===== config.mk =====
export PLATFORM = sky130hd
export DESIGN_NAME = demux4_tdm
export DESIGN_NICKNAME = d
export VERILOG_FILES = /design/src/rtl/demux4_tdm.sv
export SDC_FILE = /design/constraint.sdc
export NUM_CORES = 1
export LEC_CHECK = 0
export ABC_AREA = 0
export CAP_MARGIN = 10
export CORE_UTILIZATION = 30
export CTS_BUF_LIST = sky130_fd_sc_hd__clkbuf_8
export CTS_CLUSTER_SIZE = 40
export DETAILED_ROUTE_END_ITERATION = 10
export SETUP_SLACK_MARGIN = 0.4
export SLEW_MARGIN = 5
export SYNTH_ARGS = -nofsm -noshare
export SYNTH_HDL_FRONTEND = slang
export SYNTH_SLANG_ARGS = --single-unit

===== constraint.sdc =====
create_clock -name clk -period 4.1 [get_ports clk]
set_input_delay 0.41 -clock clk [delete_from_list [all_inputs] [get_ports clk]]
set_output_delay 0.41 -clock clk [all_outputs]
set_load 0.01 [all_outputs]

===== src/rtl/demux4_tdm.sv =====
// demux4_tdm: 1-to-4 time-division demultiplexer.
// Collects one serial bit per valid beat. A beat with sof=1 marks slot 0.
// Slots 0..3 go into a shadow register. All four outputs a..d are loaded
// together on the 4th beat, and frame_valid pulses for one cycle.
// A restart mid-frame, or more than TIMEOUT idle clocks inside a frame,
// aborts the frame and pulses frame_err. The outputs keep their old values.
// Optional build macro DEMUX4_PARITY_EN: each frame carries a 5th beat that
// holds even parity over slots 0..3. It is checked in a CHECK state before
// the outputs are loaded.
module demux4_tdm #(
  parameter int TIMEOUT = 255,
  parameter int TO_W    = 16
) (
  input  logic       clk,
  input  logic       rst,
  input  logic       din,
  input  logic       din_valid,
  input  logic       sof,
  output logic       a,
  output logic       b,
  output logic       c,
  output logic       d,
  output logic [1:0] slot,
  output logic       busy,
  output logic       frame_valid,
  output logic       frame_err
);

`ifdef DEMUX4_PARITY_EN
  typedef enum logic [1:0] {IDLE, RECV, CHECK} state_t;
`else
  typedef enum logic [1:0] {IDLE, RECV} state_t;
`endif

  // An idle cycle seen while the counter holds TIMEOUT-1 is the TIMEOUT-th one.
  localparam logic [TO_W-1:0] TO_LAST = TO_W'(TIMEOUT - 1);

  state_t          state;
  logic [3:0]      shadow;
  logic [TO_W-1:0] to_cnt;

`ifdef DEMUX4_PARITY_EN
  // Even parity: the parity beat must equal the XOR of the four data slots.
  function automatic logic parity_ok(input logic [3:0] data, input logic pbit);
    return pbit == ^data;
  endfunction
`endif

  // Frame state machine. Every output is registered here.
  always_ff @(posedge clk) begin
    if (rst) begin
      state       <= IDLE;
      shadow      <= '0;
      to_cnt      <= '0;
      slot        <= 2'd0;
      busy        <= 1'b0;
      frame_valid <= 1'b0;
      frame_err   <= 1'b0;
      a           <= 1'b0;
      b           <= 1'b0;
      c           <= 1'b0;
      d           <= 1'b0;
    end else begin
      frame_valid <= 1'b0;
      frame_err   <= 1'b0;
      case (state)
        IDLE: begin
          to_cnt <= '0;
          if (din_valid && sof) begin
            shadow[0] <= din;
            slot      <= 2'd1;
            busy      <= 1'b1;
            state     <= RECV;
          end
        end
        default: begin
          if (din_valid && sof) begin
            // Premature restart: drop the partial frame and take this beat as slot 0.
            frame_err <= 1'b1;
            shadow[0] <= din;
            slot      <= 2'd1;
            to_cnt    <= '0;
            state     <= RECV;
          end else if (din_valid) begin
            to_cnt <= '0;
`ifdef DEMUX4_PARITY_EN
            if (state == CHECK) begin
              if (parity_ok(shadow, din)) begin
                a           <= shadow[0];
                b           <= shadow[1];
                c           <= shadow[2];
                d           <= shadow[3];
                frame_valid <= 1'b1;
              end else begin
                frame_err <= 1'b1;
              end
              slot  <= 2'd0;
              busy  <= 1'b0;
              state <= IDLE;
            end else if (slot == 2'd3) begin
              // Slot stays at 3 while the parity beat is awaited.
              shadow[3] <= din;
              state     <= CHECK;
            end else begin
              shadow[slot] <= din;
              slot         <= slot + 2'd1;
            end
`else
            if (slot == 2'd3) begin
              // Slot 3 bypasses the shadow so all four outputs load on this edge.
              a           <= shadow[0];
              b           <= shadow[1];
              c           <= shadow[2];
              d           <= din;
              frame_valid <= 1'b1;
              slot        <= 2'd0;
              busy        <= 1'b0;
              state       <= IDLE;
            end else begin
              shadow[slot] <= din;
              slot         <= slot + 2'd1;
            end
`endif
          end else if (to_cnt == TO_LAST) begin
            frame_err <= 1'b1;
            to_cnt    <= '0;
            slot      <= 2'd0;
            busy      <= 1'b0;
            state     <= IDLE;
          end else begin
            to_cnt <= to_cnt + 1'b1;
          end
        end
      endcase
    end
  end

endmodule


==> run_results.csv <==
group,metric,value,unit
grt,grt_pass1_vias,1005,
sta,worst_pin_slew,0.491,ns
floorplanning,die_h,70.0,µm
floorplanning,core,0.00441,mm²
logic_synthesis,syn_inst,146,
critical_path,cp-start-kind,"input port",
clock_network,cts_tree,"done",
logic_synthesis,ys_seq_area_share,41.8,%
critical_path,path_class,"input port to flop",
clock_network,root_buffer,"clkbuf_8",
logic_synthesis,syn_area,0.00139,mm²
layout,final_cell_mix,"29 x dfxtp_1, 17 x nor2_1, 13 x clkdlybuf4s50_1",
logic_synthesis,synth.avg_cell_area,9.50,µm²
power,power-per-cell-area,352,mW/mm²
logic_synthesis,postSynth.asyncResetShare,0,%
route,dr.first_iter.drc_count,99,
logic_synthesis,synth_edf_count,0,
sta,hold_violations,0,
route,viasPerCell,4.86,
layout,final_common_cell,"dfxtp_1",
logic_synthesis,synth_area_leaders,"dfxtp_1 42%, ha_1 5.4%, xnor2_1 5.0%",
logic_synthesis,synth_compound_area_share,5.95,%
clock_network,postCtsHoldBufs,0,
sta,rsz0062_at_grt,"false",
clock_network,cts.htree.levels,2,
floorplanning,initial_core_util,31.4,%
clock_network,clk_path_buf_depth,2,
grt,antenna_found_initial,0,
grt,grt_pass1_wl,4.49,mm
floorplanning,die_x,70.0,µm
floorplanning,dieArea,0.00490,mm²
route,drtAntennaViolNets,0,
hold_path,hold_class,"flop to flop",
placed_design,dp_hpwl,1.64,mm
logic_synthesis,ys.flop_type,"dfxtp_1",
logic_synthesis,synth.top_cell.area_share,41.8,%
critical_path,cp.required,4.25,ns
sta,slew_viol_final,0,
clock_network,clock_latency,0.28,ns
route,firstDrtPassIters,4,
run_status,status,"complete, no violations",
route,vias,1039,
sta,min_period,1.69,ns
sta,maxSlewHeadroom,67.2,%
placed_design,gp_congestion,0.783,
logic_synthesis,yosys_warnings,0,
logic_synthesis,synth_xor_area_share,8.84,%
logic_synthesis,synthAdderAreaFrac,5.41,%
logic_synthesis,synthMuxAreaShare,3.61,%
route,wl_per_cell,11.4,µm
placed_design,port_buffers,13,
clock_network,cts_setup_buffers,0,
layout,fin_nets,172,
power,p_leak,0.581,nW
sta,setup_tns,0,ns
power,vdd_ir_drop_max,0.000146,V
grt,grt_util_all_layers,11.8,%
route,drc,0,
grt,grt.overflow.total,0,
sta,post-route-period-util,41.3,%
floorplanning,ioPinCount,14,
layout,diodes,0,
logic_synthesis,synth_top_family_by_area,"simple AND/OR/NAND/NOR gates",
floorplanning,num_rows,24,
sta,clock_skew,0.00403,ns
route,wirelength,2.44,mm
logic_synthesis,yosys.area_share.simple,30.3,%
clock_network,cts-buffers-inserted,5,
logic_synthesis,synth_fp_nets,157,
logic_synthesis,ys_types,35,
clock_network,clkTransAtPathRegs,0.06,ns
flow_run,max_cap_violations,0,
grt,grt_max_degree,18,
sta,setup_viol,0,
clock_network,clock_sinks,29,
sta,fmax,590,MHz
layout,drive_above_1_share,12.3,%
layout,fillCellCount,446,
critical_path,endpoint_kind,"flop",
clock_network,cts_resized,0,
critical_path,arrival,1.84,ns
logic_synthesis,synth.largest_area_cell,"dfxtp_1",
layout,fin_util,37.3,%
layout,synthToLayoutAreaGrowth,18.7,%
critical_path,path_max_fanout,10,
logic_synthesis,ys_ff_latch,29,
critical path, stage by stage:
cell and delay (ns):
clkdlybuf4s50_1 0.64, inv_1 0.19, or3_1 0.37, a21boi_0 0.17
nor4_1 0.06
synthesized netlist by cell type, drive strengths merged (5+ instances only):
| cell | count |
|---|---|
| dfxtp | 29 |
| nor2 | 22 |
| nand2 | 12 |
| xnor2 | 8 |
| nand4 | 7 |
| nor4 | 7 |
| a21oi | 6 |
| ha | 6 |
| nand3 | 6 |
| xor2 | 6 |
| inv | 5 |
| mux2i | 5 |
layout make-up:
| cell class | instances | area, µm² | area share, % |
|---|---|---|---|
| multi-input cells | 107 | 751 | 45.6 |
| flip-flops and latches | 29 | 581 | 35.3 |
| repair buffers | 13 | 130 | 7.90 |
| clock buffers | 7 | 96.3 | 5.85 |
| well taps | 52 | 65.1 | 3.95 |
| inverters | 5 | 18.8 | 1.14 |
| clock inverters | 1 | 5.00 | 0.304 |
worst paths after layout:
path | start | endpoint | slack, ns | cells past startpoint
min | shadow[1] | shadow[1] | 0.46 | 2
max reg2reg | to_cnt[0] | to_cnt[8] | 2.52 | 6
max | din_valid | busy | 2.41 | 5
min reg2reg | shadow[1] | shadow[1] | 0.46 | 2
flip-flops by register name (all words and copies together), names as in the netlist:
| register | flops |
|---|---|
| a | 1 |
| b | 1 |
| busy | 1 |
| c | 1 |
| d | 1 |
| frame_err | 1 |
| frame_valid | 1 |
| shadow | 3 |
| slot | 2 |
| state | 1 |
| to_cnt | 16 |
metrics by stage:
step / hold WS, ns / cells / instance area (µm²) / total power, mW / worst slack [ns]
6_report: 0.455 / 214 / 1650 / 0.579 / 2.41
5_1_grt: 0.499 / 214 / 1650 / 0.608 / 2.33
4_1_cts: 0.458 / 214 / 1650 / 0.592 / 2.39
3_5_place_dp: 0.449 / 206 / 1550 / 0.327 / 2.12
3_3_place_gp: 0.444 / 206 / 1550 / 0.327 / 2.14
2_1_floorplan: 0.436 / 146 / 1390 / 0.316 / 2.68
report_power, final:
group          switching [mW]  total (mW)  leakage [nW]  internal (mW)
clock                   0.107       0.258        0.0542          0.151
sequential            0.00538       0.291         0.234          0.286
combinational          0.0152      0.0298         0.292         0.0146
total                   0.127       0.579         0.581          0.452
layer usage:
metal	up-vias	global-route usage [%]	routed length, µm
met5	-	0	0
li1	538	-	-
met2	16	17.5	1100
met1	479	13.8	1130
met3	6	5.48	122
met4	0	6.67	74
cells by family after synthesis:
family | after synthesis
buf+inv | 10
xor+xnor | 14
fa+ha+maj | 6
compound gates | 14
flops | 29
mux | 5
simple gates | 68
Note: power is estimated with default switching activity, not from simulation.
